### src/rtl/fetch_ctrl_pkg.sv
// Shared definitions for the fetch-stage sequencer: FSM encodings,
// parameter defaults and the saturating miss-counter helper.
package fetch_ctrl_pkg;

  typedef enum logic [0:0] {
    ST_RUN    = 1'b0,
    ST_REFILL = 1'b1
  } fetch_state_e;

  localparam int unsigned DEF_ADDR_W     = 32;
  localparam int unsigned DEF_LINE_WORDS = 4;
  localparam logic [31:0] DEF_RESET_PC   = 32'h0000_0000;

  localparam logic [15:0] MISS_CNT_MAX = 16'hFFFF;

  function automatic logic [15:0] sat_inc16(input logic [15:0] v);
    return (v == MISS_CNT_MAX) ? v : v + 16'd1;
  endfunction

endpackage

### src/rtl/fetch_refill_seq.sv
// Line-refill sequencer: walks one cache line over the req/ack memory port,
// generating the memory address, the line write strobe and the word index.
module fetch_refill_seq
  import fetch_ctrl_pkg::*;
#(
  parameter int unsigned ADDR_W     = DEF_ADDR_W,
  parameter int unsigned LINE_WORDS = DEF_LINE_WORDS
) (
  input  logic                          clk,
  input  logic                          reset,
  input  logic                          start_i,
  input  logic [ADDR_W-1:0]             start_pc_i,
  input  logic                          mem_ack_i,
  output logic                          mem_req_o,
  output logic [ADDR_W-1:0]             mem_addr_o,
  output logic                          refill_we_o,
  output logic [$clog2(LINE_WORDS)-1:0] refill_idx_o,
  output logic                          done_o
);

  localparam int unsigned        IDX_W    = $clog2(LINE_WORDS);
  localparam logic [ADDR_W-1:0]  OFF_MASK = ADDR_W'(LINE_WORDS - 1);
  localparam logic [IDX_W-1:0]   LAST_IDX = IDX_W'(LINE_WORDS - 1);

  logic [IDX_W-1:0]  cnt_q, cnt_d;
  logic [ADDR_W-1:0] base_q, base_d;
  logic              req_q, req_d;
  logic [ADDR_W-1:0] addr_q, addr_d;
  logic              ack_s;
  logic              last_s;

  // An ack only counts while a request is outstanding.
  assign ack_s  = req_q & mem_ack_i;
  assign last_s = (cnt_q == LAST_IDX);

  // Refill state register.
  always_ff @(posedge clk or posedge reset) begin
    if (reset) begin
      cnt_q  <= '0;
      base_q <= '0;
      req_q  <= 1'b0;
      addr_q <= '0;
    end else begin
      cnt_q  <= cnt_d;
      base_q <= base_d;
      req_q  <= req_d;
      addr_q <= addr_d;
    end
  end

  // Next-state: launch on a miss, advance one word per ack, finish on the last word.
  always_comb begin
    cnt_d  = cnt_q;
    base_d = base_q;
    req_d  = req_q;
    addr_d = addr_q;
    if (start_i) begin
      base_d = start_pc_i & ~OFF_MASK;
      cnt_d  = '0;
      req_d  = 1'b1;
      addr_d = start_pc_i & ~OFF_MASK;
    end else if (ack_s) begin
      addr_d = base_q + ADDR_W'(cnt_q) + ADDR_W'(1);
      if (last_s) begin
        req_d = 1'b0;
        cnt_d = '0;
      end else begin
        cnt_d = cnt_q + IDX_W'(1);
      end
    end else begin
      cnt_d = cnt_q;
    end
  end

  assign mem_req_o    = req_q;
  assign mem_addr_o   = addr_q;
  assign refill_we_o  = ack_s;
  assign refill_idx_o = cnt_q;
  assign done_o       = ack_s & last_s;

endmodule

### src/rtl/fetch_ctrl.sv
// Fetch-stage sequencer: owns the PC, arbitrates redirect/stall/hit/miss and
// hands misses to the line-refill sequencer.
module fetch_ctrl
  import fetch_ctrl_pkg::*;
#(
  parameter int unsigned        ADDR_W     = DEF_ADDR_W,
  parameter int unsigned        LINE_WORDS = DEF_LINE_WORDS,
  parameter logic [ADDR_W-1:0]  RESET_PC   = ADDR_W'(DEF_RESET_PC)
) (
  input  logic                          clk,
  input  logic                          reset,
  input  logic                          hit,
  input  logic                          stall_in,
  input  logic                          redirect_valid,
  input  logic [ADDR_W-1:0]             redirect_pc,
  output logic [ADDR_W-1:0]             pc_out,
  output logic                          fetch_valid,
  output logic                          mem_req,
  output logic [ADDR_W-1:0]             mem_addr,
  input  logic                          mem_ack,
  output logic                          refill_we,
  output logic [$clog2(LINE_WORDS)-1:0] refill_idx,
  output logic [15:0]                   miss_count
);

  fetch_state_e      state_q, state_d;
  logic [ADDR_W-1:0] pc_q, pc_d;
  logic [15:0]       miss_count_q, miss_count_d;
  logic              fetch_valid_s;
  logic              miss_s;
  logic              refill_done_s;

  // PC, FSM state and miss counter registers.
  always_ff @(posedge clk or posedge reset) begin
    if (reset) begin
      state_q      <= ST_RUN;
      pc_q         <= RESET_PC;
      miss_count_q <= 16'h0000;
    end else begin
      state_q      <= state_d;
      pc_q         <= pc_d;
      miss_count_q <= miss_count_d;
    end
  end

  // Next-state and fetch decision; redirect outranks stall, stall outranks hit.
  always_comb begin
    state_d       = state_q;
    pc_d          = pc_q;
    miss_count_d  = miss_count_q;
    fetch_valid_s = 1'b0;
    miss_s        = 1'b0;
    case (state_q)
      ST_RUN: begin
        if (redirect_valid) begin
          pc_d = redirect_pc;
        end else if (stall_in) begin
          pc_d = pc_q;
        end else if (hit) begin
          pc_d          = pc_q + ADDR_W'(1);
          fetch_valid_s = 1'b1;
        end else begin
          miss_s       = 1'b1;
          miss_count_d = sat_inc16(miss_count_q);
          state_d      = ST_REFILL;
        end
      end
      ST_REFILL: begin
        // The refill always runs to completion; a redirect only retargets the PC.
        if (redirect_valid) begin
          pc_d = redirect_pc;
        end else begin
          pc_d = pc_q;
        end
        if (refill_done_s) begin
          state_d = ST_RUN;
        end else begin
          state_d = ST_REFILL;
        end
      end
      default: begin
        state_d = ST_RUN;
      end
    endcase
  end

  fetch_refill_seq #(
    .ADDR_W     (ADDR_W),
    .LINE_WORDS (LINE_WORDS)
  ) u_refill (
    .clk          (clk),
    .reset        (reset),
    .start_i      (miss_s),
    .start_pc_i   (pc_q),
    .mem_ack_i    (mem_ack),
    .mem_req_o    (mem_req),
    .mem_addr_o   (mem_addr),
    .refill_we_o  (refill_we),
    .refill_idx_o (refill_idx),
    .done_o       (refill_done_s)
  );

  assign pc_out      = pc_q;
  assign fetch_valid = fetch_valid_s & ~reset;
  assign miss_count  = miss_count_q;

endmodule

### config.mk
export PLATFORM = sky130hd
export DESIGN_NAME = fetch_ctrl
export DESIGN_NICKNAME = d
export VERILOG_FILES = /design/src/rtl/fetch_ctrl_pkg.sv /design/src/rtl/fetch_refill_seq.sv /design/src/rtl/fetch_ctrl.sv
export SDC_FILE = /design/constraint.sdc
export NUM_CORES = 1
export LEC_CHECK = 0
export BUFFER_PORTS_ARGS = -buffer_cell sky130_fd_sc_hd__buf_4
export CAP_MARGIN = 10
export CORE_ASPECT_RATIO = 0.9
export CORE_MARGIN = 2
export CORE_UTILIZATION = 35
export CTS_BUF_LIST = sky130_fd_sc_hd__clkbuf_8 sky130_fd_sc_hd__clkbuf_16
export DETAILED_ROUTE_END_ITERATION = 10
export PLACE_DENSITY_LB_ADDON = 0.25
export SKIP_CTS_REPAIR_TIMING = 1
export SYNTH_ARGS = -nofsm -noshare
export SYNTH_HDL_FRONTEND = slang
export SYNTH_HIERARCHICAL = 1
export SYNTH_SLANG_ARGS = --single-unit
### constraint.sdc
create_clock -name clk -period 7 [get_ports clk]
set_input_delay 1.05 -clock clk [delete_from_list [all_inputs] [get_ports clk]]
set_output_delay 1.05 -clock clk [all_outputs]
set_load 0.02 [all_outputs]
=== Word level (Yosys, flattened, before mapping) ===
Cells that the tools add are included.

* Bits of input ports: 38
* Output and inout port bits: 85
* Register bits: 114

* Bitwise logic cells: 9
* Mux-type cells: 23
* Add/subtract/negate cells: 5
* Reduce and logical (&&, ||, !) cells: 5
* Eq/ne operators: 5

{| class="wikitable"
|+ Operators by type and width
! operator !! number
|-
| 32-bit 2-to-1 mux || 6
|-
| 32-bit by 1-bit adder with 32-bit output, second input constant || 2
|-
| 32-bit case mux with 2 select lines || 1
|-
| 32-bit by 2-bit adder with 32-bit output || 1
|-
| 16-bit by 1-bit adder with 16-bit output, second input constant || 1
|-
| 16-bit == test, second input constant || 1
|-
| 1-bit 2-to-1 mux || 12
|-
| 2-bit 2-to-1 mux || 3
|-
| 3-bit != test, second input constant || 2
|-
| 1-bit inverter || 6
|-
| 5-bit AND reduction || 1
|-
| 2-bit nonzero test || 2
|-
| 1-bit AND || 3
|-
| 3-bit AND reduction || 1
|-
| 2-bit by 1-bit adder with 2-bit output, second input constant || 1
|-
| 2-bit == test, second input constant || 1
|-
| 2-bit != test, second input constant || 1
|-
| 1-bit case mux with 2 select lines || 1
|-
| 2-bit AND reduction || 1
|}

=== Longest topological paths before layout ===
* Word-level depth: 6
* Gate-level depth with buffers: 10
* Mapped depth without buffers: 6

=== Cells and area by module ===
Netlist, hierarchy kept.

{| class="wikitable"
|+ Modules (own cells, without submodules)
! module !! times used !! sequential area each (um2) !! area each (um2) !! cells each
|-
| fetch_refill_seq || 1 || 1,601.5 || 3,240.6 || 312
|-
| fetch_ctrl || 1 || 1,226.2 || 2,867.8 || 321
|}

=== Least setup slack after synthesis ===
Ideal clock, no wire load.

* Path type: in2out
* Start point: in redirect_valid
* End point: out fetch_valid
* Arrival time: 2.269 ns
* Data required time: 5.950 ns
* Stages on the path: 5
* Slack: 3.681 ns
* Buffers on the path: 4
* Cell sequence: buf_6 clkbuf_1 buf_1 clkbuf_1 nor3_1

* Cells in the longest elaborated chain, start to end: 3

{| class="wikitable"
|+ Ends and longest elaborated chain
! item !! RTL line !! RTL
|-
| from (decl) || fetch_ctrl.sv:14 || <nowiki>input logic redirect_valid,</nowiki>
|-
| 1-bit 2-to-1 mux || fetch_ctrl.sv:55 || <nowiki>if (redirect_valid) begin</nowiki>
|-
| 1-bit 2-to-1 mux || fetch_ctrl.sv:53 || <nowiki>case (state_q)</nowiki>
|-
| 1-bit AND || fetch_ctrl.sv:104 || <nowiki>assign fetch_valid = fetch_valid_s & ~reset;</nowiki>
|-
| to (decl) || fetch_ctrl.sv:17 || <nowiki>output logic fetch_valid,</nowiki>
|}

Every way passes these cells.

=== Worst setup path in the final report ===
* Start point: in redirect_valid
* End point: reg u_refill.addr_q[31], in the netlist u_refill/mem_addr_o[31]

* Cells in the longest elaborated chain, start to end: 3
* Elaborated cells on any way between the ends: 4

{| class="wikitable"
|+ Ends and longest elaborated chain
! item !! RTL line !! RTL
|-
| 1-bit 2-to-1 mux (*) || fetch_ctrl.sv:55 ||
|-
| 1-bit 2-to-1 mux (*) || fetch_ctrl.sv:53 ||
|-
| net miss_s || fetch_ctrl.sv:30 || <nowiki>logic miss_s;</nowiki>
|-
| 32-bit 2-to-1 mux / 2-bit nonzero test (equally long branches) || - ||
|-
| to (signal assigned) || fetch_refill_seq.sv:47 || <nowiki>addr_q <= addr_d;</nowiki>
|-
| to (decl) || fetch_refill_seq.sv:28 || <nowiki>logic [ADDR_W-1:0] addr_q, addr_d;</nowiki>
|}

The timed path passes the listed nets; every way through them passes the cells marked *.
A chain may end at the register's enable or synchronous reset.

==> flow_summary.json <==
{
  "final.min_clock_period_ns": 4.11,
  "startpoint_type": "primary input",
  "status": "finished clean",
  "finalClockSkew_ns": 0.00974,
  "cts_root_buf": "clkbuf_16",
  "via_per_inst": 5.59,
  "async_reset_ff_frac": 1.00,
  "vdd_drop_max_uv": 184,
  "p_seq_frac": 0.379,
  "worstPathCellList": "buf_4, or4_1, clkinv_2, a21oi_2, buf_4, nor4_1, and3_1, a211oi_1",
  "cts_buffers": 17,
  "timing.fmax_ghz": 0.243,
  "drtPass1Iterations": 5,
  "stdcell_area_mm2": 0.00781,
  "final_cell_mix": "buf_4 (125), dfrtp_1 (113), nand2_1 (72)",
  "leakage_nw": 3.29,
  "place_area_mm2": 0.00718,
  "clk_latency_ns": 0.42,
  "slowest_delay_ns": 1.05,
  "detail-route-antenna-nets": 0,
  "rsz0062_at_grt": "false",
  "antenna_cells": 0,
  "synth_area_mm2": 0.00611,
  "crit_type": "primary input to register",
  "ys_types": 70,
  "cp_slowest_cell": "a21oi_2",
  "ys_seq_area_frac": 0.463,
  "core.rowCount": 45,
  "grt_antenna_before_repair": 0,
  "max_cap_violations": 0,
  "globalplace.congestion": 0.853,
  "wl_per_cell_um": 18.6,
  "synth_edf_count": 0,
  "swShare": 0.362,
  "hp-class": "register to register",
  "die_area_mm2": 0.0185,
  "htreeDepth": 4,
  "drive_gt1_frac": 0.271,
  "die_h_um": 129,
  "cp-end-kind": "register",
  "core_mm2": 0.0170,
  "route.detailed.drc": 0,
  "synthFlopType": "dfrtp_1",
  "maxSlewViolCount": 0,
  "synth_warnings": 6,
  "clock_path_buffers": 2,
  "layout_commonest_cell": "buf_4",
  "setup_viol": 0,
  "min_period_over_period": 0.588,
  "dp_hpwl_um": 13300,
  "relSlewSlack": 0.286,
  "track_usage": 0.206,
  "area_delta_synth_final_pct": 27.9,
  "port_buffers": 122,
  "dr.first_iter.drc_count": 516,
  "p_sw_w": 0.00107,
  "p_clk_frac": 0.313,
  "cp_max_fo": 62,
  "grt_pass1_vias": 5315,
  "grt_max_degree": 65,
  "overflow": 0,
  "power_frac_comb": 0.308,
  "ios": 123,
  "vias": 5547,
  "grt_pass1_wl_um": 29500,
  "avgSynthCellArea_um2": 9.65,
  "floorplan.initialDensity": 0.359,
  "pwr_density_cell_mw_per_mm2": 376,
  "cts_tree": "built",
  "die_w_um": 143,
  "crit_top_cell": "buf_4",
  "arrival_ns": 4.44,
  "clock_sinks": 113,
  "ys_ff_latch": 113,
  "worst_slew_pin_slew_ns": 1.07,
  "synthesis.nets": 674,
  "syn_inst": 633,
  "hold_viol": 0,
  "clk_pin_slew_worst_paths_ns": 0.05,
  "required_ns": 7.32,
  "tns_ns": 0,
  "critPathTopFamily": "buffers and inverters",
  "wl_um": 18400,
  "p_int_w": 0.00188,
  "nNetsFinal": 785,
  "path_buf_inv": 3
}
[power groups by stage]
stage	Clock (W)	Combinational [W]	Sequential (W)
6_report	0.000921	0.000904	0.00112
3_5_place_dp	0	0.000905	0.00112
5_1_grt	0.000967	0.000985	0.00115
2_1_floorplan	0	0.000458	0.00118
3_3_place_gp	0	0.000887	0.00111
4_1_cts	0.000932	0.000909	0.00111
[flip-flops by register name, summed over array words and instances, names as in the netlist]
name                   count
u_refill/base_q           30
u_refill/mem_addr_o       32
state_q                    1
u_refill/refill_idx_o      1
pc_out                    32
u_refill/mem_req_o         1
miss_count                16
[cells by family after synthesis]
group,synth area share
buf+inv,0.0436
simple gates,0.250
mux,0.0432
compound gates,0.151
flops,0.463
fa+ha+maj,0.00615
xor+xnor,0.0430
[synthesized netlist by cell type (all sizes together), types with 5 or more instances]
library cell,count,share of area
or4,14,0.017
a311oi,6,0.012
buf,18,0.018
and3,8,0.0084
xnor2,21,0.030
mux2,19,0.035
nor3,27,0.025
mux2i,5,0.0082
o211ai,5,0.0061
o21ai,41,0.034
xor2,9,0.013
and4,9,0.013
nor2,37,0.023
and2,6,0.0061
a21oi,12,0.010
a22o,5,0.0072
dfrtp,113,0.46
inv,24,0.015
nor4,21,0.025
nand2,72,0.044
nand4,22,0.028
o31ai,16,0.020
or3,7,0.0080
a31oi,18,0.018
nand3,30,0.028
clkbuf,15,0.0092
a41o,5,0.0082
[worst paths after layout]
check,from,end,slack (ns),cells after the start
worst min-delay path,u_refill/mem_addr_o[11]$_DFFE_PP0P_,u_refill/mem_addr_o[11]$_DFFE_PP0P_,0.49,2
worst max-delay path,redirect_valid,u_refill/mem_addr_o[31]$_DFFE_PP0P_,2.89,8
worst max register to register,state_q$_DFF_PP0_,u_refill/mem_addr_o[31]$_DFFE_PP0P_,3.45,7
max in group asynchronous,reset,pc_out[24]$_DFFE_PP0P_,5.41,2
worst min register to register,u_refill/mem_addr_o[11]$_DFFE_PP0P_,u_refill/mem_addr_o[11]$_DFFE_PP0P_,0.49,2
min in group asynchronous,reset,u_refill/base_q[4]$_DFFE_PP0P_,0.90,3
[worst reg2reg max path, cell delays in order (launching register included)]
cell and delay, ns:
dfrtp_1 0.49, or4_1 0.34, clkinv_2 0.72, a21oi_2 1.07, buf_4 0.35, nor4_1 0.08
and3_1 0.20, a211oi_1 0.21
[routing by layer]
layer / track usage / vias up / part of all wire / wire, µm
met4: 0.0721 / 0 / 0.016 / 289
li1: - / 2601 / - / -
met5: 0 / - / 0 / 0
met2: 0.306 / 211 / 0.46 / 8470
met1: 0.294 / 2715 / 0.46 / 8490
met3: 0.0532 / 20 / 0.064 / 1180
[final cells by class]
class	instances	area, µm²
repair buffers	125	938
well taps	235	294
clock inverters	9	126
inverters	27	103
clock buffers	23	508
multi-input cells	460	3010
flip-flops and latches	113	2830
fillers	1661	9190
[stage by stage]
step | worst slack, ns | hold slack, ns | utilization | total power (W) | cells
6_report | 2.89 | 0.488 | 0.459 | 0.00294 | 992
3_3_place_gp | 2.54 | 0.473 | 0.422 | 0.00200 | 960
2_1_floorplan | 3.68 | 0.480 | - | 0.00164 | 633
4_1_cts | 2.88 | 0.490 | 0.459 | 0.00295 | 992
5_1_grt | 2.53 | 0.527 | 0.459 | 0.00310 | 992
3_5_place_dp | 2.42 | 0.479 | 0.422 | 0.00203 | 960
(Power assumes the default switching activity.)
